**src/rtl/nonconsec_seq_gen_if.sv**
```systemverilog
// nonconsec_seq_gen_if -- request/pulse bundle for the non-consecutive
// sequence generator.
//   start      : sequence request from the requester
//   gap, tail  : spacing values, captured when start is accepted
//   a, b, c    : antecedent, repetition and terminating pulses
//   busy, done : sequence in progress / one-cycle completion strobe
//   err        : sticky "start was ignored" flag (only with SEQGEN_ERR_EN)
// Modports: master = requester side, slave = generator side.
interface nonconsec_seq_gen_if #(
  parameter int GAP_W = 4
);
  logic             start;
  logic [GAP_W-1:0] gap;
  logic [GAP_W-1:0] tail;
  logic             a;
  logic             b;
  logic             c;
  logic             busy;
  logic             done;
`ifdef SEQGEN_ERR_EN
  logic             err;

  modport master (output start, gap, tail, input a, b, c, busy, done, err);
  modport slave  (input start, gap, tail, output a, b, c, busy, done, err);
`else
  modport master (output start, gap, tail, input a, b, c, busy, done);
  modport slave  (input start, gap, tail, output a, b, c, busy, done);
`endif
endinterface

```
**src/rtl/nonconsec_seq_gen.sv**
```systemverilog
// nonconsec_seq_gen -- emits, per accepted start, one a pulse, then B_COUNT
// b pulses spaced by 'gap' idle cycles (also gap idle cycles before the first
// b), then 'tail' idle cycles, then one c pulse (with done).
// Ports:
//   clk  : clock, rising edge
//   rst  : asynchronous, active-high reset
//   bus  : nonconsec_seq_gen_if.slave (start/gap/tail in; a/b/c/busy/done out)
// Optional macro SEQGEN_ERR_EN adds bus.err, a sticky flag set when a start
// arrives while the generator cannot accept it (cleared only by rst).
// Outputs are flops loaded from the next state, so start has no
// combinational path to any output.
module nonconsec_seq_gen #(
  parameter int B_COUNT = 3,
  parameter int GAP_W   = 4
) (
  input  logic                 clk,
  input  logic                 rst,
  nonconsec_seq_gen_if.slave   bus
);

  localparam int               BC_W   = $clog2(B_COUNT + 1);
  localparam logic [BC_W-1:0]  B_LAST = BC_W'(B_COUNT - 1);

  typedef enum logic [2:0] {
    IDLE, A_PH, GAP, B_PH, TAIL, C_PH
  } state_t;

  state_t           state_q, state_d;
  logic [GAP_W-1:0] gap_q, gap_d;
  logic [GAP_W-1:0] tail_q, tail_d;
  logic [GAP_W-1:0] cnt_q, cnt_d;
  logic [BC_W-1:0]  bcnt_q, bcnt_d;
  logic             a_q, a_d;
  logic             b_q, b_d;
  logic             c_q, c_d;
  logic             busy_q, busy_d;
  logic             done_q, done_d;
`ifdef SEQGEN_ERR_EN
  logic             err_q, err_d;
`endif

  always_comb begin
    state_d = state_q;
    gap_d   = gap_q;
    tail_d  = tail_q;
    cnt_d   = cnt_q;
    bcnt_d  = bcnt_q;
`ifdef SEQGEN_ERR_EN
    err_d   = err_q;
`endif
    case (state_q)
      // IDLE and C_PH are the only states that accept a request; from C_PH
      // this gives a back-to-back sequence with busy held high.
      IDLE, C_PH: begin
        if (bus.start) begin
          state_d = A_PH;
          gap_d   = bus.gap;
          tail_d  = bus.tail;
          bcnt_d  = '0;
        end else begin
          state_d = IDLE;
        end
      end
      A_PH: begin
        if (gap_q == '0) begin
          state_d = B_PH;
        end else begin
          state_d = GAP;
          cnt_d   = gap_q - GAP_W'(1);
        end
      end
      // cnt holds the idle cycles still to go after the current one; a
      // down-count from the captured value cannot wrap, even at all-ones.
      GAP: begin
        if (cnt_q == '0) state_d = B_PH;
        else             cnt_d   = cnt_q - GAP_W'(1);
      end
      B_PH: begin
        if (bcnt_q == B_LAST) begin
          bcnt_d = '0;
          if (tail_q == '0) begin
            state_d = C_PH;
          end else begin
            state_d = TAIL;
            cnt_d   = tail_q - GAP_W'(1);
          end
        end else begin
          bcnt_d = bcnt_q + BC_W'(1);
          if (gap_q == '0) begin
            state_d = B_PH;
          end else begin
            state_d = GAP;
            cnt_d   = gap_q - GAP_W'(1);
          end
        end
      end
      TAIL: begin
        if (cnt_q == '0) state_d = C_PH;
        else             cnt_d   = cnt_q - GAP_W'(1);
      end
      default: state_d = IDLE;
    endcase

`ifdef SEQGEN_ERR_EN
    if (bus.start && (state_q == A_PH || state_q == GAP ||
                      state_q == B_PH || state_q == TAIL))
      err_d = 1'b1;
`endif

    a_d    = (state_d == A_PH);
    b_d    = (state_d == B_PH);
    c_d    = (state_d == C_PH);
    done_d = (state_d == C_PH);
    busy_d = (state_d != IDLE);
  end

  always_ff @(posedge clk or posedge rst) begin
    if (rst) begin
      state_q <= IDLE;
      gap_q   <= '0;
      tail_q  <= '0;
      cnt_q   <= '0;
      bcnt_q  <= '0;
      a_q     <= 1'b0;
      b_q     <= 1'b0;
      c_q     <= 1'b0;
      busy_q  <= 1'b0;
      done_q  <= 1'b0;
`ifdef SEQGEN_ERR_EN
      err_q   <= 1'b0;
`endif
    end else begin
      state_q <= state_d;
      gap_q   <= gap_d;
      tail_q  <= tail_d;
      cnt_q   <= cnt_d;
      bcnt_q  <= bcnt_d;
      a_q     <= a_d;
      b_q     <= b_d;
      c_q     <= c_d;
      busy_q  <= busy_d;
      done_q  <= done_d;
`ifdef SEQGEN_ERR_EN
      err_q   <= err_d;
`endif
    end
  end

  assign bus.a    = a_q;
  assign bus.b    = b_q;
  assign bus.c    = c_q;
  assign bus.busy = busy_q;
  assign bus.done = done_q;
`ifdef SEQGEN_ERR_EN
  assign bus.err  = err_q;
`endif

endmodule
```
**src/flat_wrapper.sv**
```systemverilog
// flat-port wrapper written by rule: the top's interface ports become plain ports
module nonconsec_seq_gen_flat 
#(
  parameter int B_COUNT = 3,
  parameter int GAP_W   = 4
)
  (clk, rst, bus_start, bus_gap, bus_tail, bus_a, bus_b, bus_c, bus_busy, bus_done);
  nonconsec_seq_gen_if #(.GAP_W(GAP_W)) bus_i ();
  input  logic clk;
  input  logic rst;
  input wire logic [$bits(bus_i.start)-1:0] bus_start;
  input wire logic [$bits(bus_i.gap)-1:0] bus_gap;
  input wire logic [$bits(bus_i.tail)-1:0] bus_tail;
  output wire logic [$bits(bus_i.a)-1:0] bus_a;
  output wire logic [$bits(bus_i.b)-1:0] bus_b;
  output wire logic [$bits(bus_i.c)-1:0] bus_c;
  output wire logic [$bits(bus_i.busy)-1:0] bus_busy;
  output wire logic [$bits(bus_i.done)-1:0] bus_done;
  assign bus_i.start = bus_start;
  assign bus_i.gap = bus_gap;
  assign bus_i.tail = bus_tail;
  assign bus_a = bus_i.a;
  assign bus_b = bus_i.b;
  assign bus_c = bus_i.c;
  assign bus_busy = bus_i.busy;
  assign bus_done = bus_i.done;
  nonconsec_seq_gen #(.B_COUNT(B_COUNT), .GAP_W(GAP_W)) u_core (.clk(clk), .rst(rst), .bus(bus_i));
endmodule
```
**config.mk**
```make
export PLATFORM = sky130hd
export DESIGN_NAME = nonconsec_seq_gen_flat
export DESIGN_NICKNAME = d
export VERILOG_FILES = /design/src/rtl/nonconsec_seq_gen_if.sv /design/src/rtl/nonconsec_seq_gen.sv /design/src/flat_wrapper.sv
export SDC_FILE = /design/constraint.sdc
export NUM_CORES = 1
export LEC_CHECK = 0
export CORE_MARGIN = 8
export CORE_UTILIZATION = 56
export CTS_BUF_LIST = sky130_fd_sc_hd__clkbuf_4 sky130_fd_sc_hd__clkbuf_8
export DETAILED_ROUTE_END_ITERATION = 10
export PLACE_DENSITY = 0.81
export SYNTH_ARGS = -nofsm -noshare
export SYNTH_HDL_FRONTEND = slang
export SYNTH_SLANG_ARGS = --single-unit
```
**constraint.sdc**
```tcl
create_clock -name clk -period 1.8 [get_ports clk]
set_input_delay 0.36 -clock clk [delete_from_list [all_inputs] [get_ports clk]]
set_output_delay 0.36 -clock clk [all_outputs]
set_load 0.02 [all_outputs]
```
==> results of run 1 <==
-- placed cells by master, fill, tap and decap left out --
cell              n
ha_1              3
a22oi_1           1
dfrtp_1          21
clkdlybuf4s50_1  15
nor3_1            3
o32ai_1           1
a22o_1            1
o21ai_0           8
mux2_2            4
nand3_2           1
nor2_1           10
o21ai_1           1
o2bb2ai_1         2
inv_1            11
nor3b_1           2
nand3_1           1
a21o_2            1
mux2_4            1
nor2b_1           3
and4b_1           1
nand2b_1          6
a21oi_1           5
o22ai_1           4
o21bai_1          1
nand2_1           6
xnor2_1           4
a21o_1            2
buf_4             7
o221ai_4          1
or3b_4            1
mux2i_1           1
a211oi_2          1
or3_1             1
clkinv_2          1
clkbuf_4          3
a31oi_1           2
-- power by group --
group / leakage [nW] / total (mW) / switching, mW / internal (mW)
logic: 0.337 / 1.32 / 0.654 / 0.664
clock network: 0.0177 / 0.221 / 0.139 / 0.0827
registers: 0.261 / 0.896 / 0.220 / 0.676
total: 0.616 / 2.44 / 1.01 / 1.42
-- worst max path at each step --
| stage | cells past startpoint | slack (ps) | start | end |
|---|---|---|---|---|
| after detailed placement | 3 | 40 | bus_start | u_core.gap_q[3]$_DFFE_PP0P_ |
| after global placement | 3 | 90 | bus_start | u_core.gap_q[3]$_DFFE_PP0P_ |
| after global routing | 7 | -5 | u_core.cnt_q[0]$_DFFE_PP0P_ | u_core.cnt_q[1]$_DFFE_PP0P_ |
| after floorplan | 6 | 190 | u_core.tail_q[0]$_DFFE_PP0P_ | u_core.cnt_q[1]$_DFFE_PP0P_ |
| final | 7 | 130 | u_core.tail_q[0]$_DFFE_PP0P_ | u_core.cnt_q[3]$_DFFE_PP0P_ |
| after CTS | 6 | 50 | u_core.tail_q[0]$_DFFE_PP0P_ | u_core.cnt_q[1]$_DFFE_PP0P_ |
-- per-stage QoR --
step	area (um2)	std cells	TNS, ps
floorplan	1150	115	0
detailed placement	1330	157	0
finish	1380	164	0
CTS	1360	161	0
global placement	1330	157	0
global route	1380	164	-5.19
-- area by class of cell --
cell class	instances	area, um2
fill	171	579
multi-input combinational	79	552
sequential	21	526
timing repair buffer	22	203
inverter	11	41.3
tap	27	33.8
clock buffer	3	22.5
clock inverter	1	5.00
-- flip-flops by register name, summed over array words and instances (netlist names) --
| register | count |
|---|---|
| u_core.gap_q | 4 |
| u_core.cnt_q | 4 |
| u_core.state_q | 3 |
| u_core.bus.busy | 1 |
| u_core.bus.b | 1 |
| u_core.bus.c | 1 |
| u_core.bcnt_q | 2 |
| u_core.tail_q | 4 |
| u_core.bus.a | 1 |
-- worst reg2reg max path: cells and delay by family, from the launching register on --
family | cells | cell delay (ps)
AO/OA/AOI/OAI | 2 | 330
adder cells (fa/ha/maj) | 1 | 180
AND/OR/NAND/NOR | 2 | 450
flip-flops | 1 | 420
buffers and inverters | 2 | 240
-- timing repair --
| action | CTS | global route |
|---|---|---|
| gates resized for setup | 0 | 1 |
| setup buffers | 0 | 3 |
| hold buffers | 0 | 0 |
| endpoints found under the setup margin | 0 | 2 |
-- cell families (layout without fill, tap and decap cells) --
| family | after synthesis | after routing | synth area share |
|---|---|---|---|
| compound gates | 31 | 31 | 0.191 |
| xor+xnor | 4 | 4 | 0.0304 |
| fa+ha+maj | 3 | 3 | 0.0325 |
| buf+inv | 15 | 37 | 0.0683 |
| flops | 21 | 21 | 0.456 |
| mux | 6 | 6 | 0.0607 |
| simple gates | 35 | 35 | 0.162 |
-- layer usage --
metal / track usage / vias to the layer above / share of wire
met3: 0.0271 / 2 / 0.051
met5: 0 / - / 0
met2: 0.248 / 23 / 0.52
met4: 0.0357 / 0 / 0.0055
met1: 0.165 / 442 / 0.43
li1: - / 445 / -
==> flow_summary.ini, run 1 <==
[setup_path]
worst_path_largest_cell_delay_ps = 420
arrival_ps = 1900
crit_family = simple AND/OR/NAND/NOR gates
critPathMaxFanout = 6
start_kind = flop
worstReg2RegEnd = u_core.cnt_q[3]$_DFFE_PP0P_
cpMaxStageDelayCell = dfrtp_1
reg2reg_depth = 7
rrSetupSlack_ps = 130
required_ps = 2030
worstSetupPathType = reg -> reg
end_kind = flop
cp_num_buf_inv = 2
reg2reg_from = u_core.tail_q[0]$_DFFE_PP0P_
crit_chain = inv_1 > ha_1 > or3b_4 > o221ai_4 > buf_4 > nand2_1 > o21ai_0

[synthesis]
ys_ff_latch = 21
synth.top_cells.by_count = dfrtp_1 (21), inv_1 (11), nor2_1 (10)
yosys-top-cells-area = dfrtp_1 (46%), mux2_2 (3.9%), inv_1 (3.6%)
yosys.area.top_type = dfrtp_1
synth_area_um2 = 1150
synth_ff_type = dfrtp_1
synth_cells = 115
ys_async_sr_fraction = 1.00
ys_types = 34
synth_most_common_cell = dfrtp_1
synth_top_area_frac = 0.456
syn_area_per_cell_um2 = 10.0
syn_nets = 129
synth_edf_count = 0
yosysSeqAreaShare = 0.456
ys_warn_count = 0

[global_routing]
gr-total-overflow = 0
grt_pass1_wl_um = 4040
grt_pass1_vias = 918
grt_max_degree = 22
grtUsageTotal = 0.139
antenna_found_initial = 0

[place]
hpwl_um = 1820
port_buffers = 15
place.gp.congestion = 0.874
post-place-ws_ps = 42.2

[floorplanning]
die_h_um = 61.4
die_area_um2 = 3770
num_rows = 16
ioPinCount = 16
die_w_um = 61.4
start_util = 0.588
coreArea_um2 = 1960

[pwr]
p_per_area_nw_per_um2 = 1760
total_power_mw = 2.44
p_leak_nw = 0.616
peakVddDrop_mv = 1.21

[sta]
fin_crit_ps = 1670
fmax_mhz = 598
hold_violations = 0
drv_slew = 0
finalSetupViolations = 0
worst_slew_pin_slew_ps = 405
holdWs_ps = 372
finalWorstSetupSlack_ps = 129
slew-limit-headroom = 0.729
finalClockSkew_ps = 1.10
finalCritPeriodShare = 0.929

[finish]
syn_to_final_growth_pct = 19.8
num_antenna_cells = 0
fin_nets = 152
final_core_util = 0.705
drive_above_1_share = 0.153

[run_status]
outcome = finished clean

[routing]
drt_iter0_drc = 45
ant_nets = 0
dr.pass1.iters = 4
drc = 0
wl_um = 2370
avgRoutedWirePerCell_um = 14.5
via_per_inst = 5.56
vias = 912

[cts]
clock-sinks = 21
htreeDepth = 1
cts_buffers = 3
clk-insertion-delay-late_ps = 290
clock_path_buffers = 2
clockRootBuffer = clkbuf_4
clkTransAtPathRegs_ps = 110
tritoncts = yes

[worst_hold_path]
hold_path_class = in -> async

[job]
drv_cap = 0
Note: power is estimated with default switching activity, not from simulation.
==> run 2, diff against run 1 <==
--- a/config.mk
+++ b/config.mk
@@ -9,6 +9,7 @@
 export CORE_UTILIZATION = 56
 export CTS_BUF_LIST = sky130_fd_sc_hd__clkbuf_4 sky130_fd_sc_hd__clkbuf_8
 export DETAILED_ROUTE_END_ITERATION = 10
+export MAX_ROUTING_LAYER = met4
 export PLACE_DENSITY = 0.81
 export SYNTH_ARGS = -nofsm -noshare
 export SYNTH_HDL_FRONTEND = slang
==> run 2 against run 1 <==
Clock power grew 6%. Clock skew rose by 3.8 ps. Critical path depth fell by 1. Global-route usage is 0.67 points higher. Clock-buffer cell count grew 1. Total power shrank 0.59%. Largest cell class unchanged. Core utilization shrank 0.51 points. Largest power group unchanged. First-iteration DRC count is 18% lower.
==> flow_summary.ini, run 2 (same netlist as run 1, synthesis figures left out) <==
[cts]
cts-hold-fix-buffers = 0
tritoncts = yes
clkTransAtPathRegs_ps = 110
htreeDepth = 1
clk-insertion-delay-late_ps = 300
clockRootBuffer = clkbuf_4
cts_buffers = 3
clock_path_buffers = 2
clock-sinks = 21

[sta]
fin_tns_setup_ps = 0
hold_violations = 0
finalSetupViolations = 0
worst_slew_pin_slew_ps = 363
finalClockSkew_ps = 4.92
slew-limit-headroom = 0.757
finalCritPeriodShare = 0.953
fmax_mhz = 583
drv_slew = 0
fin_crit_ps = 1720

[finish]
syn_to_final_growth_pct = 19.0
instances_no_fill = 162
layout_common_cells = dfrtp_1 (21), clkdlybuf4s50_1 (15), inv_1 (11)
drive_above_1_share = 0.148
fin_nets = 150
num_antenna_cells = 0
reg_top3 = u_core.cnt_q: 4 flops, u_core.gap_q: 4 flops, u_core.tail_q: 4 flops
num-fill-cells = 160
layout_commonest_cell = dfrtp_1

[routing]
drt_iter0_drc = 37
dr.pass1.iters = 5
wl_um = 2440
via_per_inst = 5.62
avgRoutedWirePerCell_um = 15.1
vias = 910
ant_nets = 0
drc = 0

[floorplanning]
die_h_um = 61.4
num_rows = 16
die_area_um2 = 3770
start_util = 0.588
die_w_um = 61.4
coreArea_um2 = 1960
ioPinCount = 16

[setup_path]
worstSetupPathType = reg -> reg
end_kind = flop
required_ps = 2030
start_kind = flop
startpoint = u_core.tail_q[0]$_DFFE_PP0P_
reg2reg_from = u_core.tail_q[0]$_DFFE_PP0P_
critPathMaxFanout = 7
arrival_ps = 1940

[pwr]
p_leak_nw = 0.606
peakVddDrop_mv = 1.15
p_per_area_nw_per_um2 = 1760

[run_status]
outcome = finished clean

[global_routing]
grt_max_degree = 22
grt_pass1_vias = 950
antenna_found_initial = 0
grtUsageTotal = 0.145
grt_pass1_wl_um = 4010
gr-total-overflow = 0

[place]
place.gp.congestion = 0.885
hpwl_um = 1830
placedCellCount = 157
port_buffers = 15

[worst_hold_path]
hold_path_class = in -> async

[job]
drv_cap = 0
## run 2: routing by layer
layer,vias up,track usage,share of wire
li1,441,-,-
met1,430,0.152,0.41
met2,27,0.255,0.52
met3,12,0.0313,0.043
met4,0,0.0682,0.029
met5,-,-,0
## run 2: power breakdown
part | switching, mW | internal (mW)
Combinational | 0.644 | 0.636
Sequential | 0.230 | 0.676
Clock | 0.133 | 0.102
## run 2: area by class of cell
cell class                 instances  area (um2)  area share
timing repair buffer              20         188       0.137
inverter                          11        41.3      0.0301
multi-input combinational         79         554       0.404
sequential                        21         526       0.383
tap                               27        33.8      0.0246
clock buffer                       4        30.0      0.0219
## run 2: worst paths after layout
path	to	slack (ps)	cells past startpoint
setup / recovery	u_core.cnt_q[1]$_DFFE_PP0P_	80	6
hold / removal	u_core.bcnt_q[0]$_DFFE_PP0P_	370	3
setup reg to reg	u_core.cnt_q[1]$_DFFE_PP0P_	80	6
hold reg to reg	u_core.cnt_q[1]$_DFFE_PP0P_	560	1
max in group asynchronous	u_core.cnt_q[3]$_DFFE_PP0P_	1220	3
min in group clk	u_core.cnt_q[1]$_DFFE_PP0P_	560	1
## run 2: worst max-delay path, cell delays in order, from the launching register on
cell	delay, ps
dfrtp_1	420
inv_1	90
ha_2	200
or3b_4	400
o221ai_4	270
a21o_1	140
o2bb2ai_1	120
## run 2: metrics by stage
| step | area, um2 | worst slack [ps] | hold WS, ps | utilization | power, mW |
|---|---|---|---|---|---|
| floorplan | 1150 | 188 | 337 | - | 1.84 |
| global placement | 1330 | 88.4 | 519 | 0.678 | 2.08 |
| detailed placement | 1330 | 35.6 | 527 | 0.678 | 2.14 |
| CTS | 1360 | 25.1 | 374 | 0.693 | 2.38 |
| global route | 1370 | -10.4 | 397 | 0.700 | 2.64 |
| finish | 1370 | 84.8 | 368 | 0.700 | 2.42 |
## run 2: timing repair
item | 4_1_cts | 5_1_grt
setup endpoints to repair | 0 | 4
setup buffers | 0 | 1
hold endpoints to repair | 0 | 0
resized for setup | 0 | 2
==> run 3, diff against run 2 <==
==> constraint.sdc (replaced) <==
create_clock -name clk -period 1.6 [get_ports clk]
set_input_delay 0.32 -clock clk [delete_from_list [all_inputs] [get_ports clk]]
set_output_delay 0.32 -clock clk [all_outputs]
set_load 0.05 [all_outputs]
==> run 3 against run 2 <==
The run now ends with setup timing left. Core utilization up 5.5 points. Hold slack worse by 25 ps. Total power increased by 30%. Register-to-register slack got worse by 100 ps. Cell area rose by 7.9%. First-iteration DRC count rose by 30%. Clock skew up 1.7 ps. Via count up 2.2%. Global-route usage down 0.52 points. Critical path type unchanged. Largest cell class unchanged.
==> flow_summary.ini, run 3 (same netlist as run 1, synthesis figures left out) <==
[setup_path]
end_kind = flop
start_kind = flop
reg2reg_depth = 6
worstReg2RegEnd = u_core.cnt_q[1]$_DFFE_PP0P_
required_ps = 1830
worstSetupPathType = reg -> reg
cpMaxStageDelayCell = dfrtp_1
critPathMaxFanout = 4
worst_path_largest_cell_delay_ps = 420
rrSetupSlack_ps = -20
crit_chain = inv_2 > ha_4 > or3b_4 > o221ai_4 > a21o_1 > o2bb2ai_1
reg2reg_from = u_core.tail_q[0]$_DFFE_PP0P_
arrival_ps = 1850

[finish]
fin_nets = 160
multi_input_area_um2 = 597
instances_no_fill = 172
num_antenna_cells = 0
layout_commonest_cell = dfrtp_1
drive_above_1_share = 0.290
num-fill-cells = 150
seqCellArea_um2 = 526
layout_common_cells = dfrtp_1 (21), buf_4 (19), nor2_1 (10), clkdlybuf4s50_1 (10), inv_1 (9)
reg_top3 = u_core.cnt_q: 4 flops, u_core.gap_q: 4 flops, u_core.tail_q: 4 flops
fin_area_um2 = 1480
syn_to_final_growth_pct = 28.4

[sta]
finalWorstSetupSlack_ps = -18.4
fin_crit_ps = 1620
rsz0062_at_grt = true
fmax_mhz = 618
hold_violations = 0
finalClockSkew_ps = 6.65
drv_slew = 0
finalSetupViolations = 3
finalCritPeriodShare = 1.01
worst_slew_pin_slew_ps = 367
slew-limit-headroom = 0.754

[global_routing]
grt_pass1_wl_um = 3870
gr-total-overflow = 0
grt_pass1_vias = 983
grtUsageTotal = 0.140
grt_max_degree = 22
antenna_found_initial = 0

[routing]
vias = 930
drc = 0
dr.pass1.iters = 4
via_per_inst = 5.41
ant_nets = 0
wl_um = 2500
drt_iter0_drc = 48
avgRoutedWirePerCell_um = 14.6

[floorplanning]
ioPinCount = 16
die_area_um2 = 3770
coreArea_um2 = 1960
start_util = 0.588
die_h_um = 61.4
die_w_um = 61.4
num_rows = 16

[cts]
htreeDepth = 1
clock-sinks = 21
tritoncts = yes
clk-insertion-delay-late_ps = 300
clkTransAtPathRegs_ps = 110
cts_buffers = 3
clockRootBuffer = clkbuf_4
clock_path_buffers = 2

[place]
hpwl_um = 1890
placedCellCount = 163
place.gp.congestion = 0.894
place_area_um2 = 1370
port_buffers = 15

[run_status]
violations = setup timing
outcome = finished with violations

[pwr]
switching_power_mw = 1.31
p_per_area_nw_per_um2 = 2120
p_leak_nw = 0.671
p_clk_frac = 0.086
p_comb_frac = 0.601
peakVddDrop_mv = 1.17
pwr-share-seq = 0.313
p_sw_frac = 0.418
internal-power_mw = 1.83

[worst_hold_path]
hold_path_class = in -> async

[job]
drv_cap = 0
[run 3: metrics by stage]
step / hold slack, ps / util / setup TNS, ps / setup slack, ps / total power [mW]
5_1_grt: 380 / 0.755 / -362 / -91.1 / 3.35
3_3_place_gp: 507 / 0.696 / -800 / -143 / 2.50
3_5_place_dp: 499 / 0.696 / -1080 / -159 / 2.59
6_report: 343 / 0.755 / -27.9 / -18.4 / 3.14
4_1_cts: 355 / 0.719 / -2.30 / -2.30 / 2.91
2_1_floorplan: 297 / - / 0 / 63.1 / 2.14
[run 3: worst max path at each step]
stage	slack, ps	cells past startpoint	end	from
finish	-20	6	u_core.cnt_q[1]$_DFFE_PP0P_	u_core.tail_q[0]$_DFFE_PP0P_
global route	-90	6	u_core.cnt_q[1]$_DFFE_PP0P_	u_core.tail_q[1]$_DFFE_PP0P_
CTS	-2	7	u_core.cnt_q[3]$_DFFE_PP0P_	u_core.tail_q[0]$_DFFE_PP0P_
detailed placement	-160	3	u_core.tail_q[2]$_DFFE_PP0P_	bus_start
global placement	-140	3	u_core.tail_q[3]$_DFFE_PP0P_	bus_start
floorplan	60	6	u_core.cnt_q[1]$_DFFE_PP0P_	u_core.tail_q[0]$_DFFE_PP0P_
[run 3: critical path, delay by kind of cell (launching register included)]
kind	cells	cell delay, ps
adders and majority gates	1	130
AOI/OAI and AO/OA	3	510
and+or+nand+nor	1	390
DFF	1	420
buffers and inverters	1	80
[run 3: timing repair]
item,CTS,global route
hold buffers,0,0
setup buffers,2,3
gates resized for setup,0,13
setup endpoints to repair,3,10
pin swaps,1,5
cloned,0,0
[run 3: power groups by stage]
stage          Combinational (mW)  Sequential [mW]  Clock (mW)
5_1_grt                      2.05             1.00       0.293
3_3_place_gp                 1.54            0.958           0
2_1_floorplan                1.13             1.01           0
4_1_cts                      1.67            0.965       0.274
6_report                     1.89            0.983       0.269
3_5_place_dp                 1.61            0.977           0
[run 3: layout make-up]
type	count	share of cell area
inverters	11	0.0279
multi-input cells	79	0.403
clock buffers	4	0.0203
repair buffers	30	0.171
well taps	27	0.0228
flip-flops and latches	21	0.355
[run 3: metal layers]
metal  vias to the layer above  track usage  wire length, um
met5                         -            -                0
met3                         2       0.0188               57
li1                        460            -                -
met1                       458        0.140             1020
met4                         0       0.0617               25
met2                        10        0.264             1400
==> RTL edit: new RTL, settings of run 3 <==
Reset style: synchronous (`rst`), changed in one clocked block. Comments in the files are not updated.
--- a/src/rtl/nonconsec_seq_gen.sv
+++ b/src/rtl/nonconsec_seq_gen.sv
@@ -114,7 +114,7 @@
     busy_d = (state_d != IDLE);
   end
 
-  always_ff @(posedge clk or posedge rst) begin
+  always_ff @(posedge clk) begin
     if (rst) begin
       state_q <= IDLE;
       gap_q   <= '0;
Function: differs if rst is asserted again (counterexample within 4 cycles, from zero or initial values and one cycle with rst high); with rst held inactive, the same outputs for 10 cycles.
==> RTL edit against run 3 <==
Area after synthesis shrank 0.22%. Sequential cell count is the same. Worst setup slack gained 0.050 ns. Die area shrank 0.15%. Design area grew 0.25%. Global-route usage grew 1.4 points. Count of clock-buffer cells in the layout is the same. Wire length grew 7.4%. Non-clock buffer count grew 2. Hold slack gained 0.21 ns. Critical endpoint is now u_core.bus.b. Highest routed layer unchanged.
Power is not compared: it rests on default switching activity, and its combinational part moved more than twofold at a synthesized area within 25%.
==> RTL edit: results (changes against run 3) <==
Nets=171 (was 160); Arrival @ worst endpoint=1.83 ns (was 1.85 ns); status=complete, no violations (was finished with violations); reg2reg setup slack=0.03 ns (was -0.02 ns); Met1 Routed Length=1.21 mm (was 1.02 mm); CP max stage cell=or3b_4 (was dfrtp_1); final core area utilization=76.5% (was 75.5%); via density per instance=5.47 (was 5.41); Final Skew=0.00712 ns (was 0.00665 ns); Inst Count DP=179 (was 163); comb_multi_in=90 (was 79); vias in the first global route=962 (was 983); postcts setup bufs=0 (was 2); FF/Latch Area=427 sq um (was 526 sq um); clock-cell share of area=2.02% (was 2.03%); global-route wire length before repair=4.13 mm (was 3.87 mm); grt met1 use=17.0% (was 14.0%); met2 routed WL=1.27 mm (was 1.40 mm); Final Non-Filler Cells=183 (was 172); CP max FO=5 (was 4); WL/cell=14.7 um (was 14.6 um); Reg2Reg Depth=7 (was 6); buffers outside the clock class=32 (was 30); mux cell area share after synthesis=6.96% (was 6.07%); worst skew pair latency=0.32 ns (was 0.30 ns); Synth Net Count=140 (was 129); Multi-input gate area=696 sq um (was 597 sq um); Post-DP Area=1420 sq um (was 1370 sq um); xor and xnor fraction of the mapped netlist area=4.46% (was 3.04%); met3 wire len=139 um (was 57 um); FILL cells=136 (was 150); met3 GRT Util=4.18% (was 1.88%); largest cells by area after synthesis=dfxtp_1 (37%), mux2i_1 (7.0%), nor2_1 (6.8%) (was dfrtp_1 (46%), mux2_2 (3.9%), inv_1 (3.6%)); compound-cell area share of the yosys netlist=12.9% (was 19.1%); post-synthesis sequential area ratio=36.5% (was 45.6%); most frequent cells after synthesis=dfxtp_1 (21), nor2_1 (21), inv_1 (9), mux2i_1 (8) (was dfrtp_1 (21), inv_1 (11), nor2_1 (10), o21ai_0 (8)); adder-cell share of the synthesized area=3.26% (was 3.25%); Netlist cell types=40 (was 34); Non-CTS inverters=9 (was 11); path type of the worst min-delay path=flop to flop (was primary input to async pin); DRT iter0 DRCs=26 (was 48); Final Wtd Congestion=0.877 (was 0.894); DIE WIDTH=61.3 um (was 61.4 um); met2 global-route usage=25.1% (was 26.4%); RR Startpoint=u_core.gap_q[1] (was u_core.tail_q[0]); pin count of the biggest net entering global routing=18 (was 22); GRT Total Usage=15.4% (was 14.0%)
[RTL edit: how the worst max path moves through the flow]
| stage | startpoint | end | slack, ns | cells after the start |
|---|---|---|---|---|
| 2_1_floorplan | u_core.gap_q[0] | u_core.cnt_q[0] | 0.07 | 6 |
| 4_1_cts | u_core.state_q[2] | u_core.tail_q[1] | 0.006 | 5 |
| 3_3_place_gp | bus_start | u_core.bcnt_q[1] | -0.14 | 6 |
| 5_1_grt | u_core.gap_q[1] | u_core.bus.b | -0.06 | 7 |
| 6_report | u_core.gap_q[1] | u_core.bus.b | 0.03 | 7 |
| 3_5_place_dp | bus_start | u_core.tail_q[1] | -0.17 | 5 |
[RTL edit: repair_timing]
action	4_1_cts	5_1_grt
setup endpoints to repair	12	17
gates resized for setup	1	11
pin swaps	0	6
gates cloned	0	0
[RTL edit: cells by family (layout without fill, tap and decap cells)]
family	Yosys count	after routing
simple gates	53	53
mux	8	8
flops	21	21
buf+inv	15	45
xor+xnor	5	5
fa+ha+maj	3	3
compound gates	21	21
